[config.mk]
export PLATFORM = sky130hd
export DESIGN_NAME = decode_buffer_flat
export DESIGN_NICKNAME = d
export VERILOG_FILES = /design/src/rtl/decode_buffer_if.sv /design/src/rtl/decode_buffer.sv /design/src/flat_wrapper.sv
export SDC_FILE = /design/constraint.sdc
export NUM_CORES = 1
export LEC_CHECK = 0
export ABC_AREA = 1
export CAP_MARGIN = 5
export CORE_MARGIN = 2
export CORE_UTILIZATION = 50
export CTS_CLUSTER_SIZE = 28
export DETAILED_ROUTE_END_ITERATION = 10
export PLACE_DENSITY = 0.69
export SYNTH_ARGS = -nofsm -noshare
export SYNTH_HDL_FRONTEND = slang
export SYNTH_SLANG_ARGS = --single-unit
export TNS_END_PERCENT = 5
[constraint.sdc]
create_clock -name clk -period 5.6 [get_ports clk]
set_clock_uncertainty 0.05 [all_clocks]
set_input_delay 1.4 -clock clk [delete_from_list [all_inputs] [get_ports clk]]
set_output_delay 1.4 -clock clk [all_outputs]
set_load 0.02 [all_outputs]
[src/rtl/decode_buffer_if.sv]
// decode_buffer_if: fetch-side and dispatch-side signals of the decode buffer.
//   flush                      discard everything buffered
//   in_valid / in_ready        fetch packet handshake
//   in_instr, in_mask, in_pc   packet payload; lane 0 is the oldest
//   out_valid / out_ready      dispatch handshake for the head micro-op
//   out_*                      decoded fields of the head micro-op
//   count                      occupied entries
// The buffer uses the slave modport; the fetch/dispatch environment uses master.
interface decode_buffer_if #(
    parameter int unsigned FETCH_W = 2,
    parameter int unsigned DEPTH   = 8
);
    localparam int unsigned CNT_W = $clog2(DEPTH + 1);

    logic                   flush;
    logic                   in_valid;
    logic                   in_ready;
    logic [32*FETCH_W-1:0]  in_instr;
    logic [FETCH_W-1:0]     in_mask;
    logic [31:0]            in_pc;

    logic                   out_valid;
    logic                   out_ready;
    logic [31:0]            out_pc;
    logic [5:0]             out_operation;
    logic [3:0]             out_rs_station;
    logic [5:0]             out_alu_fn;
    logic [4:0]             out_reg_target;
    logic [4:0]             out_reg_1;
    logic [4:0]             out_reg_2;
    logic                   out_has_target;
    logic                   out_has_reg_1;
    logic                   out_has_reg_2;
    logic [15:0]            out_immediate;
    logic [CNT_W-1:0]       count;

    modport master (
        output flush, in_valid, in_instr, in_mask, in_pc, out_ready,
        input  in_ready, out_valid, out_pc, out_operation, out_rs_station, out_alu_fn,
               out_reg_target, out_reg_1, out_reg_2, out_has_target, out_has_reg_1,
               out_has_reg_2, out_immediate, count
    );

    modport slave (
        input  flush, in_valid, in_instr, in_mask, in_pc, out_ready,
        output in_ready, out_valid, out_pc, out_operation, out_rs_station, out_alu_fn,
               out_reg_target, out_reg_1, out_reg_2, out_has_target, out_has_reg_1,
               out_has_reg_2, out_immediate, count
    );
endinterface

[src/rtl/decode_buffer.sv]
// decode_buffer: multi-lane decode stage feeding a DEPTH-entry circular micro-op queue.
// Every lane of an accepted fetch packet is decoded combinationally; no-ops and
// masked lanes are dropped and the survivors are packed in program order at the
// write pointer. The head entry is presented to dispatch one per cycle.
//   clk    rising-edge clock
//   rst_n  asynchronous active-low reset (empties the queue)
//   bus    decode_buffer_if.slave: fetch packet in, head micro-op out, count
module decode_buffer #(
    parameter int unsigned FETCH_W = 2,
    parameter int unsigned DEPTH   = 8
) (
    input  logic           clk,
    input  logic           rst_n,
    decode_buffer_if.slave bus
);
    localparam int unsigned PTR_W = $clog2(DEPTH);
    localparam int unsigned CNT_W = $clog2(DEPTH + 1);

    typedef struct packed {
        logic [31:0] pc;
        logic [5:0]  operation;
        logic [3:0]  rs_station;
        logic [5:0]  alu_fn;
        logic [4:0]  reg_target;
        logic [4:0]  reg_1;
        logic [4:0]  reg_2;
        logic        has_target;
        logic        has_reg_1;
        logic        has_reg_2;
        logic [15:0] immediate;
    } uop_t;

    function automatic uop_t decode_lane(input logic [31:0] instr, input logic [31:0] pc);
        uop_t       u;
        logic [4:0] rs;
        logic [4:0] rt;
        logic [4:0] rd;
        rs          = instr[25:21];
        rt          = instr[20:16];
        rd          = instr[15:11];
        u           = '0;
        u.pc        = pc;
        u.operation = instr[31:26];
        case (instr[31:26])
            6'b001001, 6'b001100, 6'b100011: begin // addiu, andi, lw
                u.rs_station = (instr[31:26] == 6'b100011) ? 4'd4 : 4'd1;
                u.alu_fn     = (instr[31:26] == 6'b001100) ? 6'd2 : 6'd0;
                u.reg_1      = rs;
                u.has_reg_1  = 1'b1;
                u.reg_target = rt;
                u.has_target = 1'b1;
                u.immediate  = instr[15:0];
            end
            6'b000100, 6'b101011: begin // beq, sw
                u.rs_station = (instr[31:26] == 6'b000100) ? 4'd3 : 4'd4;
                u.alu_fn     = (instr[31:26] == 6'b000100) ? 6'd3 : 6'd1;
                u.reg_1      = rs;
                u.has_reg_1  = 1'b1;
                u.reg_2      = rt;
                u.has_reg_2  = 1'b1;
                u.immediate  = instr[15:0];
            end
            6'b001111: begin // lui
                u.rs_station = 4'd3;
                u.reg_target = rt;
                u.has_target = 1'b1;
                u.immediate  = instr[15:0];
            end
            6'b000000: begin
                case (instr[5:0])
                    6'b100001, 6'b100100: begin // addu, and
                        u.rs_station = 4'd1;
                        u.alu_fn     = (instr[5:0] == 6'b100100) ? 6'd1 : 6'd0;
                        u.reg_1      = rs;
                        u.has_reg_1  = 1'b1;
                        u.reg_2      = rt;
                        u.has_reg_2  = 1'b1;
                        u.reg_target = rd;
                        u.has_target = 1'b1;
                    end
                    6'b011010: begin // div writes hi/lo, not a GPR
                        u.rs_station = 4'd2;
                        u.reg_1      = rs;
                        u.has_reg_1  = 1'b1;
                        u.reg_2      = rt;
                        u.has_reg_2  = 1'b1;
                    end
                    6'b010000, 6'b010010: begin // mfhi, mflo
                        u.rs_station = 4'd2;
                        u.alu_fn     = (instr[5:0] == 6'b010010) ? 6'd2 : 6'd1;
                        u.reg_target = rd;
                        u.has_target = 1'b1;
                    end
                    default: ;
                endcase
            end
            default: ;
        endcase
        return u;
    endfunction

    uop_t             mem [DEPTH];
    logic [PTR_W-1:0] rd_ptr_q, rd_ptr_d;
    logic [PTR_W-1:0] wr_ptr_q, wr_ptr_d;
    logic [CNT_W-1:0] count_q, count_d;

    uop_t             lane_uop  [FETCH_W];
    logic [PTR_W-1:0] lane_slot [FETCH_W];
    logic [FETCH_W-1:0] lane_kept;
    logic [CNT_W-1:0] num_kept;
    logic             accept;
    logic             pop;
    uop_t             head;

    // Each kept lane lands at the write pointer plus the number of kept lanes before it.
    always_comb begin
        num_kept = '0;
        for (int i = 0; i < FETCH_W; i++) begin
            lane_uop[i]  = decode_lane(bus.in_instr[32*i +: 32], bus.in_pc + 32'(4 * i));
            lane_kept[i] = bus.in_mask[i] && (lane_uop[i].rs_station != 4'd0) &&
                           !(lane_uop[i].has_target && (lane_uop[i].reg_target == 5'd0));
            lane_slot[i] = wr_ptr_q + num_kept[PTR_W-1:0];
            if (lane_kept[i]) begin
                num_kept = num_kept + CNT_W'(1);
            end
        end
    end

    assign bus.in_ready  = (count_q <= CNT_W'(DEPTH - FETCH_W));
    assign bus.out_valid = (count_q != '0);
    assign accept        = bus.in_valid && bus.in_ready;
    assign pop           = bus.out_valid && bus.out_ready;

    always_comb begin
        rd_ptr_d = rd_ptr_q;
        wr_ptr_d = wr_ptr_q;
        count_d  = count_q;
        if (bus.flush) begin
            rd_ptr_d = '0;
            wr_ptr_d = '0;
            count_d  = '0;
        end else begin
            if (accept) begin
                wr_ptr_d = wr_ptr_q + num_kept[PTR_W-1:0];
            end
            if (pop) begin
                rd_ptr_d = rd_ptr_q + PTR_W'(1);
            end
            count_d = count_q + (accept ? num_kept : '0) - CNT_W'(pop);
        end
    end

    always_ff @(posedge clk or negedge rst_n) begin
        if (!rst_n) begin
            rd_ptr_q <= '0;
            wr_ptr_q <= '0;
            count_q  <= '0;
        end else begin
            rd_ptr_q <= rd_ptr_d;
            wr_ptr_q <= wr_ptr_d;
            count_q  <= count_d;
        end
    end

    // Payload storage is deliberately unreset; only the pointers qualify it.
    always_ff @(posedge clk) begin
        if (accept && !bus.flush) begin
            for (int i = 0; i < FETCH_W; i++) begin
                if (lane_kept[i]) begin
                    mem[lane_slot[i]] <= lane_uop[i];
                end
            end
        end
    end

    assign head               = mem[rd_ptr_q];
    assign bus.out_pc         = head.pc;
    assign bus.out_operation  = head.operation;
    assign bus.out_rs_station = head.rs_station;
    assign bus.out_alu_fn     = head.alu_fn;
    assign bus.out_reg_target = head.reg_target;
    assign bus.out_reg_1      = head.reg_1;
    assign bus.out_reg_2      = head.reg_2;
    assign bus.out_has_target = head.has_target;
    assign bus.out_has_reg_1  = head.has_reg_1;
    assign bus.out_has_reg_2  = head.has_reg_2;
    assign bus.out_immediate  = head.immediate;
    assign bus.count          = count_q;
endmodule

[src/flat_wrapper.sv]
// flat-port wrapper written by rule: the top's interface ports become plain ports
module decode_buffer_flat 
#(
    parameter int unsigned FETCH_W = 2,
    parameter int unsigned DEPTH   = 8
)
  (clk, rst_n, bus_flush, bus_in_valid, bus_in_instr, bus_in_mask, bus_in_pc, bus_out_ready, bus_in_ready, bus_out_valid, bus_out_pc, bus_out_operation, bus_out_rs_station, bus_out_alu_fn, bus_out_reg_target, bus_out_reg_1, bus_out_reg_2, bus_out_has_target, bus_out_has_reg_1, bus_out_has_reg_2, bus_out_immediate, bus_count);
  decode_buffer_if #(.FETCH_W(FETCH_W), .DEPTH(DEPTH)) bus_i ();
  input  logic clk;
  input  logic rst_n;
  input wire logic [$bits(bus_i.flush)-1:0] bus_flush;
  input wire logic [$bits(bus_i.in_valid)-1:0] bus_in_valid;
  input wire logic [$bits(bus_i.in_instr)-1:0] bus_in_instr;
  input wire logic [$bits(bus_i.in_mask)-1:0] bus_in_mask;
  input wire logic [$bits(bus_i.in_pc)-1:0] bus_in_pc;
  input wire logic [$bits(bus_i.out_ready)-1:0] bus_out_ready;
  output wire logic [$bits(bus_i.in_ready)-1:0] bus_in_ready;
  output wire logic [$bits(bus_i.out_valid)-1:0] bus_out_valid;
  output wire logic [$bits(bus_i.out_pc)-1:0] bus_out_pc;
  output wire logic [$bits(bus_i.out_operation)-1:0] bus_out_operation;
  output wire logic [$bits(bus_i.out_rs_station)-1:0] bus_out_rs_station;
  output wire logic [$bits(bus_i.out_alu_fn)-1:0] bus_out_alu_fn;
  output wire logic [$bits(bus_i.out_reg_target)-1:0] bus_out_reg_target;
  output wire logic [$bits(bus_i.out_reg_1)-1:0] bus_out_reg_1;
  output wire logic [$bits(bus_i.out_reg_2)-1:0] bus_out_reg_2;
  output wire logic [$bits(bus_i.out_has_target)-1:0] bus_out_has_target;
  output wire logic [$bits(bus_i.out_has_reg_1)-1:0] bus_out_has_reg_1;
  output wire logic [$bits(bus_i.out_has_reg_2)-1:0] bus_out_has_reg_2;
  output wire logic [$bits(bus_i.out_immediate)-1:0] bus_out_immediate;
  output wire logic [$bits(bus_i.count)-1:0] bus_count;
  assign bus_i.flush = bus_flush;
  assign bus_i.in_valid = bus_in_valid;
  assign bus_i.in_instr = bus_in_instr;
  assign bus_i.in_mask = bus_in_mask;
  assign bus_i.in_pc = bus_in_pc;
  assign bus_i.out_ready = bus_out_ready;
  assign bus_in_ready = bus_i.in_ready;
  assign bus_out_valid = bus_i.out_valid;
  assign bus_out_pc = bus_i.out_pc;
  assign bus_out_operation = bus_i.out_operation;
  assign bus_out_rs_station = bus_i.out_rs_station;
  assign bus_out_alu_fn = bus_i.out_alu_fn;
  assign bus_out_reg_target = bus_i.out_reg_target;
  assign bus_out_reg_1 = bus_i.out_reg_1;
  assign bus_out_reg_2 = bus_i.out_reg_2;
  assign bus_out_has_target = bus_i.out_has_target;
  assign bus_out_has_reg_1 = bus_i.out_has_reg_1;
  assign bus_out_has_reg_2 = bus_i.out_has_reg_2;
  assign bus_out_immediate = bus_i.out_immediate;
  assign bus_count = bus_i.count;
  decode_buffer #(.FETCH_W(FETCH_W), .DEPTH(DEPTH)) u_core (.clk(clk), .rst_n(rst_n), .bus(bus_i));
endmodule
==> results.cfg <==
[outcome]
status = complete, no violations

[sta]
finalHoldViolCount = 0
setup_viol = 0
slew_violations = 0
tightest_slew_ns = 0.865
max-slew-margin-rel = 0.423
min_period_over_period = 0.958
rsz0062_at_grt = no
whs_ns = 0.689
period_minus_slack_ns = 5.36
clock.fmax_mhz = 186

[power_and_ir_drop]
power_leakage_nw = 16.6
ir_drop_mv = 0.310
power.density_nw_per_um2 = 334

[clock_network]
clk_pin_slew_ns = 0.06
ctsResizeCount = 0
post_cts_buffers = 0
ctsHoldBuffers = 0
insertion_delay_ns = 0.60
clockRootBuffer = clkbuf_16
clock_sinks = 626
htreeDepth = 3
cts_tree = done
cts_buffer_depth = 3
cts_buffers = 68

[global_routing]
grt_max_degree = 166
grt.overflow.total = 0
grt_pass1_wl_um = 174000
first_global_vias = 29200
antenna_found_initial = 2
grtUsageTotal = 0.325

[routing]
vias = 30600
drt-initial-drc-count = 4086
dr.pass1.iters = 6
postRouteAntennaNets = 0
routed_via_density = 5.80
drc_errors = 0
wire_per_inst_um = 21.7
wl_um = 114000

[die]
start_util = 0.505
die_y_um = 264
die_area_sq_um = 69800
io_pins = 191
rows = 95
fp.coreArea_sq_um = 67000
die-width_um = 264

[synth]
synth_top_area_share = 0.546
yosys_warnings = 0
ys_top_cells_by_area = edfxtp_1 (55%), nand2_1 (21%), nor2_1 (7.2%)
ys.flop_type = edfxtp_1
synthArstFlopShare = 0.0160
syn_avg_cell_area_sq_um = 8.02
ys_types = 35
syn_inst = 4223
yosysTopAreaCell = edfxtp_1
synth-seq-area-share = 0.554
synth-edff-count = 616
synth_area_sq_um = 33800
ys_ff_latch = 626

[critical_path]
r2r-end = u_core.mem[3][17]
critPathSlowestCell = dfrtp_4
path_buf_inv = 3
cp-end-kind = primary output
worst-path-max-fanout = 77
crit_path_cell_trace = inv_6, buf_4, o21ai_0, o22ai_1, nor2_1, a31oi_1, clkdlybuf4s50_1
worstPathRequired_ns = 4.15
cpLargestDelayFamily = buffers and inverters
r2r-start = u_core.bus.count[3]
cp.arrival_ns = 3.91
start_kind = register
reg2reg_depth = 11
cpPeakStageDelay_ns = 0.69
critPathKind = register to primary output
reg2reg_slack_ns = 2.62

[final_layout]
layout.nets = 4471
finalNonFillerCells = 5275
fillCellCount = 5821
fin_util = 0.592
layout_commonest_cell = nand2_1
area_delta_synth_final_pct = 17.2
postLayoutCellArea_sq_um = 39700
layout_common_cells = nand2_1 (1875), nor2_1 (645), edfxtp_1 (616), o21ai_0 (317), clkdlybuf4s50_1 (185)
drive_gt1_frac = 0.0643

[placed_design]
gp_congestion = 0.954
dp_cells = 5156
io_buffers = 185
hpwlAfterDp_um = 65800
dpl_cell_area_sq_um = 37600

[worst_hold_path]
hold_end = u_core.bus.count[3]
hp-class = register to register
min_from = u_core.bus.count[3]
hold_depth = 3

[job]
maxCapViolations = 0
-- worst register-to-register path, delay by kind of cell (launching register included) --
family,cells,cell delay [ns]
compound gates,2,0.47
flops,1,0.38
simple gates,5,0.88
fa+ha+maj,1,0.17
buf+inv,3,0.80
-- synth_stat cells, types with 18 or more instances --
cell type / n
nand2_1: 1883
nor2_1: 645
edfxtp_1: 616
o21ai_0: 317
clkbuf_1: 185
inv_1: 133
a31oi_1: 78
o22ai_1: 78
buf_2: 56
nand4_1: 30
nor3_1: 28
buf_1: 24
nand3_1: 23
xor2_1: 19
buf_6: 18
-- cell families after synthesis --
family          synth area share
flops                      0.554
xor+xnor                 0.00647
compound gates            0.0791
other cells             0.000111
fa+ha+maj                0.00599
buf+inv                   0.0545
simple gates               0.300
-- power breakdown --
part           internal [mW]  total, mW  switching (mW)
combinational           1.34       3.72            2.39
clock                   2.43       4.29            1.87
sequential              5.16       5.22          0.0630
total                   8.92       13.2            4.32
-- layer usage --
| metal | global-route usage | routed length [um] |
|---|---|---|
| met5 | 0 | 0 |
| met3 | 0.0525 | 12700 |
| met1 | 0.443 | 44500 |
| met4 | 0.147 | 4410 |
| met2 | 0.514 | 52800 |
-- worst max-delay path by stage --
stage                       start           endpoint  slack, ns  cells past startpoint
6_report       u_core.rd_ptr_q[1]     bus_out_pc[31]       0.24                      7
3_3_place_gp     bus_in_instr[27]  u_core.mem[3][71]       0.04                     21
2_1_floorplan    bus_in_instr[31]   u_core.mem[7][0]      -0.16                     19
5_1_grt          bus_in_instr[27]  u_core.mem[3][73]       0.02                     21
3_5_place_dp     bus_in_instr[27]  u_core.mem[3][73]      -0.16                     21
4_1_cts        u_core.rd_ptr_q[1]     bus_out_pc[31]       0.39                      7
-- cell type report --
cell class | count | area [sq um] | share of cell area
clock inverter | 27 | 211 | 0.00533
tap | 873 | 1090 | 0.0275
inverter | 136 | 528 | 0.0133
sequential | 626 | 18800 | 0.473
clock buffer | 89 | 1820 | 0.0459
timing repair buffer | 348 | 3900 | 0.0984
multi-input combinational | 3173 | 13300 | 0.336
antenna | 3 | 7.51 | 0.000189
-- stage by stage --
step | worst slack (ns) | setup TNS [ns] | power, mW
3_5_place_dp | -0.164 | -55.57 | 9.00
5_1_grt | 0.0223 | 0 | 13.7
3_3_place_gp | 0.0361 | 0 | 8.97
4_1_cts | 0.390 | 0 | 13.2
6_report | 0.236 | 0 | 13.2
2_1_floorplan | -0.162 | -81.72 | 7.48
-- registers in the layout, indices dropped and copies added (netlist names) --
signal,flops
u_core.bus.count,4
u_core.mem,616
u_core.rd_ptr_q,3
u_core.wr_ptr_q,3
No activity file was read; power rests on OpenSTA's default activity.
